[config.mk]
export PLATFORM = sky130hd
export DESIGN_NAME = lam_controller
export DESIGN_NICKNAME = d
export VERILOG_FILES = /design/src/rtl/lam_controller.sv
export SDC_FILE = /design/constraint.sdc
export NUM_CORES = 1
export LEC_CHECK = 0
export CAP_MARGIN = 15
export CORE_ASPECT_RATIO = 2
export CORE_MARGIN = 3
export CORE_UTILIZATION = 47
export CTS_CLUSTER_DIAMETER = 150
export DETAILED_ROUTE_END_ITERATION = 10
export GPL_TIMING_DRIVEN = 0
export HOLD_SLACK_MARGIN = 0.15
export PLACE_DENSITY_LB_ADDON = 0.15
export SKIP_CTS_REPAIR_TIMING = 1
export SKIP_LAST_GASP = 1
export SLEW_MARGIN = 30
export SYNTH_ARGS = -nofsm -noshare
export SYNTH_HDL_FRONTEND = slang
export SYNTH_SLANG_ARGS = --single-unit
[constraint.sdc]
create_clock -name clk -period 3.8 [get_ports clk]
set_input_delay 0.95 -clock clk [delete_from_list [all_inputs] [get_ports clk]]
set_output_delay 0.95 -clock clk [all_outputs]
set_load 0.02 [all_outputs]
[src/rtl/lam_controller.sv]
// Load/store sequencer: one memory op at a time over a req/ack bus, load data aligned and extended to writeback.
// Latency: store 1+ cycles busy, load 2+ cycles busy; illegal/misaligned ops rejected in one cycle with no bus activity.
// Backpressure: busy holds the core while an access is in flight; lam_new is ignored unless IDLE.
module lam_controller #(
    parameter int MEM_TIMEOUT = 255
) (
    input  logic        clk,
    input  logic        rst_n,
    input  logic        lam_new,
    input  logic [8:0]  lam_control,
    input  logic [31:0] addr,
    input  logic [31:0] store_data,
    output logic        busy,
    output logic        mem_req,
    output logic        mem_we,
    output logic [31:0] mem_addr,
    output logic [3:0]  mem_be,
    output logic [31:0] mem_wdata,
    input  logic        mem_ack,
    input  logic [31:0] mem_rdata,
    output logic        wb_en,
    output logic [4:0]  wb_sel,
    output logic [31:0] wb_data,
    output logic        misalign_err,
    output logic        bus_err
);

    typedef enum logic [1:0] {
        IDLE   = 2'd0,
        ACCESS = 2'd1,
        WB     = 2'd2
    } state_t;

    localparam logic [7:0] TMO_LAST = 8'(MEM_TIMEOUT - 1);

    state_t      state;
    state_t      state_nxt;
    logic        lat_store;
    logic [2:0]  lat_funct3;
    logic [1:0]  lat_off;
    logic [7:0]  tmo_cnt;

    logic        op_store;
    logic [2:0]  op_funct3;
    logic        op_legal;
    logic        op_aligned;
    logic [3:0]  op_be;
    logic [31:0] op_wdata;
    logic [7:0]  ld_byte;
    logic [15:0] ld_half;
    logic [31:0] ld_ext;

    logic        accept;
    logic        reject;
    logic        ack_hit;
    logic        timeout_hit;

    assign op_store  = lam_control[8];
    assign op_funct3 = lam_control[7:5];

    // Decode and pre-compute bus lanes of the incoming op so ACCESS only replays registers
    always_comb begin
        op_legal   = 1'b0;
        op_aligned = 1'b0;
        op_be      = 4'b1111;
        op_wdata   = store_data;
        case (op_funct3)
            3'b000, 3'b001, 3'b010: op_legal = 1'b1;
            3'b100, 3'b101:         op_legal = !op_store;
            default:                op_legal = 1'b0;
        endcase
        case (op_funct3[1:0])
            2'b00: begin
                op_aligned = 1'b1;
                op_be      = 4'b0001 << addr[1:0];
                op_wdata   = {4{store_data[7:0]}};
            end
            2'b01: begin
                op_aligned = !addr[0];
                op_be      = addr[1] ? 4'b1100 : 4'b0011;
                op_wdata   = {2{store_data[15:0]}};
            end
            default: begin
                op_aligned = (addr[1:0] == 2'b00);
                op_be      = 4'b1111;
                op_wdata   = store_data;
            end
        endcase
    end

    always_comb begin
        ld_byte = mem_rdata[7:0];
        case (lat_off)
            2'd0: ld_byte = mem_rdata[7:0];
            2'd1: ld_byte = mem_rdata[15:8];
            2'd2: ld_byte = mem_rdata[23:16];
            2'd3: ld_byte = mem_rdata[31:24];
            default: ld_byte = mem_rdata[7:0];
        endcase
        ld_half = lat_off[1] ? mem_rdata[31:16] : mem_rdata[15:0];
        case (lat_funct3)
            3'b000:  ld_ext = {{24{ld_byte[7]}}, ld_byte};
            3'b001:  ld_ext = {{16{ld_half[15]}}, ld_half};
            3'b100:  ld_ext = {24'd0, ld_byte};
            3'b101:  ld_ext = {16'd0, ld_half};
            default: ld_ext = mem_rdata;
        endcase
    end

    always_ff @(posedge clk or negedge rst_n) begin
        if (!rst_n) begin
            state <= IDLE;
        end else begin
            state <= state_nxt;
        end
    end

    always_comb begin
        state_nxt   = state;
        accept      = 1'b0;
        reject      = 1'b0;
        ack_hit     = 1'b0;
        timeout_hit = 1'b0;
        case (state)
            IDLE: begin
                if (lam_new) begin
                    if (op_legal && op_aligned) begin
                        accept    = 1'b1;
                        state_nxt = ACCESS;
                    end else begin
                        reject = 1'b1;
                    end
                end
            end
            ACCESS: begin
                // An ack on the final allowed cycle still completes the access
                if (mem_ack) begin
                    ack_hit   = 1'b1;
                    state_nxt = lat_store ? IDLE : WB;
                end else if (tmo_cnt == TMO_LAST) begin
                    timeout_hit = 1'b1;
                    state_nxt   = IDLE;
                end
            end
            WB: begin
                state_nxt = IDLE;
            end
            default: begin
                state_nxt = IDLE;
            end
        endcase
    end

    always_ff @(posedge clk or negedge rst_n) begin
        if (!rst_n) begin
            lat_store    <= 1'b0;
            lat_funct3   <= 3'd0;
            lat_off      <= 2'd0;
            tmo_cnt      <= 8'd0;
            mem_addr     <= 32'd0;
            mem_be       <= 4'd0;
            mem_wdata    <= 32'd0;
            wb_sel       <= 5'd0;
            wb_data      <= 32'd0;
            misalign_err <= 1'b0;
            bus_err      <= 1'b0;
        end else begin
            misalign_err <= reject;
            bus_err      <= timeout_hit;
            if (accept) begin
                lat_store  <= op_store;
                lat_funct3 <= op_funct3;
                lat_off    <= addr[1:0];
                tmo_cnt    <= 8'd0;
                mem_addr   <= {addr[31:2], 2'b00};
                mem_be     <= op_be;
                mem_wdata  <= op_wdata;
                wb_sel     <= lam_control[4:0];
            end else if (state == ACCESS && !mem_ack) begin
                tmo_cnt <= tmo_cnt + 8'd1;
            end
            if (ack_hit && !lat_store) begin
                wb_data <= ld_ext;
            end
        end
    end

    assign busy    = (state != IDLE);
    assign mem_req = (state == ACCESS);
    assign mem_we  = mem_req && lat_store;
    assign wb_en   = (state == WB) && (wb_sel != 5'd0);

endmodule
After elaboration in Yosys (flattened, before gate mapping) --
Cells that the tools add are included.
Word-level totals: flip-flop bits (word level) 121, bits in latches 0, memory bits (writable) 0, ROM bits 0, bits of input ports 109, output and inout bits 111, logic and storage cells 79, memories kept 0
Operators by class: add/sub/neg operators 1, multipliers 0, div/mod/pow operators 0, $lt $le $gt $ge 0, equality and inequality tests 17, shift-type cells 1, muxes and demuxes 27, bitwise operators 0, reduce and logical (&&, ||, !) cells 21
Operators by type and width (number):
- 32-bit case mux with 4 select lines | 1
- 32-bit case mux with 2 select lines | 1
- 8-bit case mux with 4 select lines | 1
- 16-bit two-way mux | 1
- 8-bit two-way mux | 2
- 3-bit == test (second input constant) | 4
- 1-bit two-way mux | 11
- 2-bit two-way mux | 5
- 8-bit by 1-bit adder with 8-bit output (second input constant) | 1
- 8-bit == test (second input constant) | 1
- 2-bit zero test | 4
- 4-bit case mux with 2 select lines | 1
- 2-bit by 1-bit == test with 1-bit output (second input constant) | 3
- 2-bit == test (second input constant) | 3
- 3-bit by 1-bit == test with 1-bit output (second input constant) | 2
- 3-bit zero test | 2
- 1-bit logical AND | 5
- 5-bit nonzero test | 1
- 1-bit zero test | 4
- 4-bit two-way mux | 1
- 2-bit != test (second input constant) | 2
- 1-bit case mux with 2 select lines | 2
- 2-bit case mux with 2 select lines | 1
- 2-bit nonzero test | 2
- 6 further kinds | 6

Logic depth before layout (Yosys ltp) --
Gate-level depths: netlist (run 1).
word-level depth 8, mapped depth 7, gate-level depth less buffers 5

Least setup slack after synthesis (run 1) --
OpenSTA, ideal clock, no wires.
kind input -> register, start point input port lam_control[5], end point register lat_funct3[1], library setup time 125 ps, arrival time 2098 ps, required time 3675 ps, path slack 1577 ps, cell stages on the path 5, path buffers 2, path through buf_6 > a221oi_2 > o211ai_4 > buf_2 > mux2_4
On the way: cells in the longest elaborated chain, start to end 7, elaborated cells between the ends (all ways) 15, those cells by class 5 x eq/ne; 5 x mux; 5 x reduce/logical
RTL lines:
- start: declaration | line 10 | input logic [8:0] lam_control,
- 3-bit by 1-bit == test with 1-bit output, or another cell as far along | line 67 | case (op_funct3)
- 3-bit OR reduction or 2-bit OR reduction (tied branches) | line 67
- 1-bit case mux with 2 select lines | line 67
- 1-bit logical AND * | line 127 | if (op_legal && op_aligned) begin
- 1-bit two-way mux * | line 127
- 1-bit two-way mux * | line 126 | if (lam_new) begin
- 1-bit two-way mux * | line 124 | case (state)
- end signal: assignment | line 172 | lat_funct3 <= op_funct3;
- end: declaration | line 39 | logic [2:0] lat_funct3;
Mark *: on every way between the ends. The rest lies on a longest branch, timed or not. A chain may end at the register's enable or synchronous reset.

Worst setup path after layout (run 1) --
start point register wb_sel[0], end point output port wb_en
On the way: cells in the longest elaborated chain, start to end 2
RTL lines:
- start: declaration | line 22 | output logic [4:0] wb_sel,
- start signal: assignment | line 178 | wb_sel <= lam_control[4:0];
- 5-bit nonzero test | line 191 | assign wb_en = (state == WB) && (wb_sel != 5'd0);
- 1-bit logical AND | line 191
- end: declaration | line 21 | output logic wb_en,
No other way between the ends.

==> results.yml, run 1 <==
pwr:
  power_w: 0.006167
  peakVddDrop_uv: 491.4
  pwr-share-clk_pct: 27.4
  pwr-share-seq_pct: 32.3
  p_int_w: 0.004086
  power_frac_comb_pct: 40.2
  p_sw_w: 0.002082
  p_leak_nw: 3.930
  power_density_nw_per_um2: 705.7
  swShare_pct: 33.75
routing:
  drt_wl_total_um: 17220
  drt_iter0_drc: 150
  via_per_inst: 5.310
  final_antenna_net_count: 0
  vias: 4816
  routedWlPerCell_um: 18.98
  drt-pass1-iter-count: 4
  drc_errors: 0
logic_synthesis:
  ys_seq_area_share_pct: 52.75
  avgSynthCellArea_um2: 11.19
  synthCells: 513
  synth.distinct_cells: 41
  synth-main-ff-cell: "dfrtp_1"
  ys_ff_latch: 121
  netlist_area_um2: 5741
  synthArstFlopShare_pct: 100.0
  yosysWarnings: 0
  synth_edf_count: 0
setup_path:
  cp-end-kind: "output port"
  cp.arrival_ns: 2.18
  critical_path_class: "reg2out"
  path_max_fanout: 3
  required_ns: 2.85
  cp-start-kind: "flip-flop"
clock_network:
  cts_buffers: 17
  cts-root-buf: "clkbuf_16"
  cts_tree: "built"
  cts.clk_slew.worst_paths_ns: 0.06
  clock_latency_ns: 0.40
  cts.sinks: 121
  htree_levels: 4
  cts_buffer_depth: 2
placed_design:
  routabilityCongestion: 0.8780
  dp_hpwl_um: 12980
  dpl_cell_area_um2: 8120
  io_buffer_count: 216
  placedCellCount: 876
  dpl_worst_slack_ns: 0.8289
grt:
  overflow: 0
  grt_first_pass_wirelength_um: 27540
  grt_max_degree: 66
  grt_use_total_pct: 25.75
  antenna_found_initial: 0
  grt_pass1_vias: 5337
run_status:
  outcome: "completed"
sta:
  clock.fmax_ghz: 0.3199
  setup_viol: 0
  worst_slew_margin_rel_pct: 35.97
  tightest_slew_ns: 0.9569
  period_share_pct: 82.27
  fin_crit_ns: 3.126
  layout_setup_ws_ns: 0.6739
  fin_skew_ns: 0.01160
  drv_slew: 0
  finalHoldViolCount: 0
  rsz0062_at_grt: "no"
floorplanning:
  core_um2: 11840
  rows: 56
  num_io_pins: 220
  die_h_um: 162.3
  die_x_um: 84.15
  start_util_pct: 48.48
  dieArea_um2: 13660
final_layout:
  post-route-util_pct: 73.80
  area_growth_pct: 52.22
  num-nets-final: 861
  fin_area_um2: 8738
  layout_common_cells: "215 x clkdlybuf4s50_1, 121 x dfrtp_1, 67 x nand2_1"
  antenna_cells: 0
  drive_gt1_share_pct: 14.04
  instances_no_fill: 907
  final_common_cell: "clkdlybuf4s50_1"
worst_hold_path:
  hp-class: "in2async"
flow_run:
  cap_violations: 0
==> synthesized netlist by cell type, types with 3 or more instances <==
library cell | number | area share, %
o21ai_1 | 33 | 2.9
mux2i_1 | 32 | 5.6
inv_1 | 5 | 0.33
xnor2_1 | 3 | 0.46
o21ai_0 | 20 | 1.7
nand3_1 | 34 | 3.0
buf_6 | 6 | 1.2
nor3_1 | 4 | 0.35
or3_1 | 5 | 0.54
dfrtp_1 | 121 | 53
nand4_1 | 3 | 0.33
mux2_4 | 48 | 13
buf_4 | 5 | 0.65
nand2_1 | 67 | 4.4
buf_2 | 6 | 0.52
a21oi_1 | 29 | 2.5
nor2_1 | 27 | 1.8
nand2b_1 | 11 | 1.2
nor2b_1 | 5 | 0.54
nand3b_1 | 8 | 1.0
xor2_1 | 3 | 0.46
clkbuf_1 | 16 | 1.0
==> routing by layer <==
layer,track usage (%),up-vias,routed length (um)
met5,0,-,0
met4,13.76,0,787
met3,7.056,47,1101
met2,47.34,202,9459
met1,25.74,2316,5870
li1,-,2251,-
==> flip-flops by register name, summed over array words and instances, names as in the netlist <==
register	flops
wb_data	32
mem_be	4
lat_off	2
tmo_cnt	8
misalign_err	1
bus_err	1
lat_funct3	3
wb_sel	5
lat_store	1
mem_addr	30
state	2
mem_wdata	32
==> cell type report <==
cell class	instances	area (um2)
buffer	34	198.9
clock buffer	19	442.9
clock inverter	12	175.2
fill	868	3103
inverter	5	18.77
multi-input combinational	354	2499
sequential	121	3028
tap	145	181.4
timing repair buffer	217	2195
==> logic make-up after synthesis <==
kind of cell             after synthesis  synth area share, %
AND/OR/NAND/NOR                      172                14.45
flip-flops                           121                52.75
AO/OA/AOI/OAI                         89                8.675
multiplexers                          83                18.92
buffers and inverters                 39                3.793
XOR/XNOR                               6               0.9156
adder cells (fa/ha/maj)                2               0.4359
other                                  1              0.06533
==> worst paths after layout <==
kind	cells after the start	endpoint	start	slack, ns
setup reg to reg	6	wb_data[1]	lat_off[1]	1.83
hold / removal	1	mem_addr[24]	rst_n	0.46
max in group asynchronous	2	wb_data[13]	rst_n	2.64
setup / recovery	4	wb_en	wb_sel[0]	0.67
hold reg to reg	2	mem_wdata[25]	mem_wdata[25]	0.48
min in group clk	2	mem_wdata[25]	mem_wdata[25]	0.48
==> stage by stage <==
stage               hold WS [ns]  setup TNS (ns)
finish                    0.4648               0
global route              0.4914               0
CTS                       0.4782               0
detailed placement        0.4742               0
global placement          0.4660         -333.61
floorplan                 0.4876               0
==> power by group through the flow <==
stage	registers (W)	logic [W]	clock network [W]
2_1_floorplan	0.00248	0.000759	0
3_3_place_gp	0.00199	0.00243	0
3_5_place_dp	0.00201	0.00249	0
4_1_cts	0.00200	0.00251	0.00171
5_1_grt	0.00205	0.00263	0.00177
6_report	0.00199	0.00248	0.00169
==> critical path: stages (launching register included) <==
cell             delay [ns]
dfrtp_1                0.39
or4_1                  0.54
nor2_1                 0.21
nor3b_1                0.09
clkdlybuf4s50_1        0.54
Power figures use the tool's default switching activity.
==> inputs of run 2 (changes only) <==
CORE_UTILIZATION = 44   (was 47)
clock period = 3.2 ns   (was 3.8 ns; I/O delays follow)
==> run 2 against run 1 <==
  * Global-route usage decreased by 1.1 points
  * Register-to-register slack got worse by 0.52 ns
  * First-iteration DRC count increased by 59%
  * Power increased by 17%
  * Final area decreased by 0.27%
  * Non-clock buffer count unchanged
  * Clock power increased by 12%
  * Worst setup slack got worse by 0.48 ns
  * Critical endpoint unchanged
  * Largest cell class unchanged
  * Largest power group unchanged
==> results.yml, run 2 (synthesized netlist as in run 1, its figures left out) <==
run_status:
  outcome: "completed"
clock_network:
  cts.sinks: 121
  cts_buffer_depth: 2
  cts-root-buf: "clkbuf_16"
  clock_latency_ns: 0.41
  cts_tree: "built"
  cts_buffers: 17
  cts.clk_slew.worst_paths_ns: 0.06
  htree_levels: 4
floorplanning:
  rows: 58
  start_util_pct: 45.20
  dieArea_um2: 14540
  core_um2: 12700
  die_x_um: 86.77
  die_h_um: 167.5
  num_io_pins: 220
final_layout:
  num-nets-final: 861
  regArea_um2: 3028
  antenna_cells: 0
  layout_common_cells: "215 x clkdlybuf4s50_1, 121 x dfrtp_1, 67 x nand2_1"
  top_regs: "mem_wdata (32), wb_data (32), mem_addr (30)"
  drive_gt1_share_pct: 14.29
  area_growth_pct: 51.81
  multiInputGateArea_um2: 2499
  instances_no_fill: 913
  fill_cells: 969
  final_common_cell: "clkdlybuf4s50_1"
placed_design:
  dp_hpwl_um: 13170
  routabilityCongestion: 0.8808
  io_buffer_count: 216
  placedCellCount: 881
routing:
  via_per_inst: 5.327
  drt_wl_total_um: 17240
  drt_iter0_drc: 239
  vias: 4864
  drt-pass1-iter-count: 4
  final_antenna_net_count: 0
  drc_errors: 0
  routedWlPerCell_um: 18.88
grt:
  overflow: 0
  grt_use_total_pct: 24.61
  grt_max_degree: 87
  grt_first_pass_wirelength_um: 27640
  antenna_found_initial: 0
  grt_pass1_vias: 5358
sta:
  rsz0062_at_grt: "no"
  period_share_pct: 93.96
  tightest_slew_ns: 0.9505
  finalHoldViolCount: 0
  fin_skew_ns: 0.01316
  whs_ns: 0.2583
  drv_slew: 0
  setup_viol: 0
  worst_slew_margin_rel_pct: 36.40
  fin_crit_ns: 3.007
  clock.fmax_ghz: 0.3326
setup_path:
  critical_path_class: "reg2out"
  path_max_fanout: 3
  cp.arrival_ns: 2.21
  cp-start-kind: "flip-flop"
  required_ns: 2.40
  cp-end-kind: "output port"
flow_run:
  cap_violations: 0
pwr:
  peakVddDrop_uv: 506.5
  power_density_nw_per_um2: 826.2
  power_w: 0.007200
  p_leak_nw: 3.914
worst_hold_path:
  hp-class: "in2async"
==> run 2: path summary, 6_finish.rpt <==
| kind | start | to | slack [ns] | depth (start not counted) |
|---|---|---|---|---|
| max | wb_sel[0] | wb_en | 0.19 | 4 |
| min | rst_n | mem_addr[28] | 0.26 | 1 |
| max reg2reg | lat_off[1] | wb_data[6] | 1.31 | 6 |
| min reg2reg | mem_wdata[19] | mem_wdata[19] | 0.49 | 2 |
| max in group asynchronous | rst_n | wb_data[9] | 2.19 | 2 |
| min in group clk | mem_wdata[19] | mem_wdata[19] | 0.49 | 2 |
==> run 2: report_power, final <==
part | internal (W) | switching, W | total, W
clock network | 0.00117 | 0.000726 | 0.00190
registers | 0.00205 | 0.000327 | 0.00238
logic | 0.00148 | 0.00144 | 0.00293
total | 0.00470 | 0.00250 | 0.00720
==> run 2: worst max-delay path: stages, from the launching register on <==
cell	delay [ns]
dfrtp_1	0.39
or4_1	0.55
nor2_1	0.23
nor3b_1	0.09
clkdlybuf4s50_1	0.54
==> run 2: area by class of cell <==
class	count	share of cell area (%)
Sequential cell	121	34.75
Multi-Input combinational cell	354	28.67
Timing Repair Buffer	217	25.18
Clock buffer	18	5.039
Buffer	34	2.283
Tap cell	150	2.154
Clock inverter	14	1.709
Inverter	5	0.2154
==> run 2: per-layer routing <==
| layer | part of all wire (%) | global-route usage, % |
|---|---|---|
| met2 | 56 | 45.13 |
| met4 | 3.1 | 10.65 |
| met1 | 34 | 25.06 |
| met3 | 7.1 | 7.090 |
| met5 | 0 | 0 |
==> run 2: per-stage QoR <==
stage / worst slack (ns) / setup TNS (ns) / instance area [um2] / util (%)
floorplan: 1.127 / 0 / 5744 / -
global placement: -3.361 / -404.95 / 8094 / 63.73
detailed placement: 0.3482 / 0 / 8127 / 63.99
CTS: 0.1106 / 0 / 8715 / 68.62
global route: 0.1143 / 0 / 8715 / 68.62
finish: 0.1932 / 0 / 8715 / 68.62
==> inputs of run 3 (changes only) <==
HOLD_SLACK_MARGIN = default   (was 0.15)
==> results of run 3 <==
No change in the layout: final DEF, timing and power equal those of run 2.
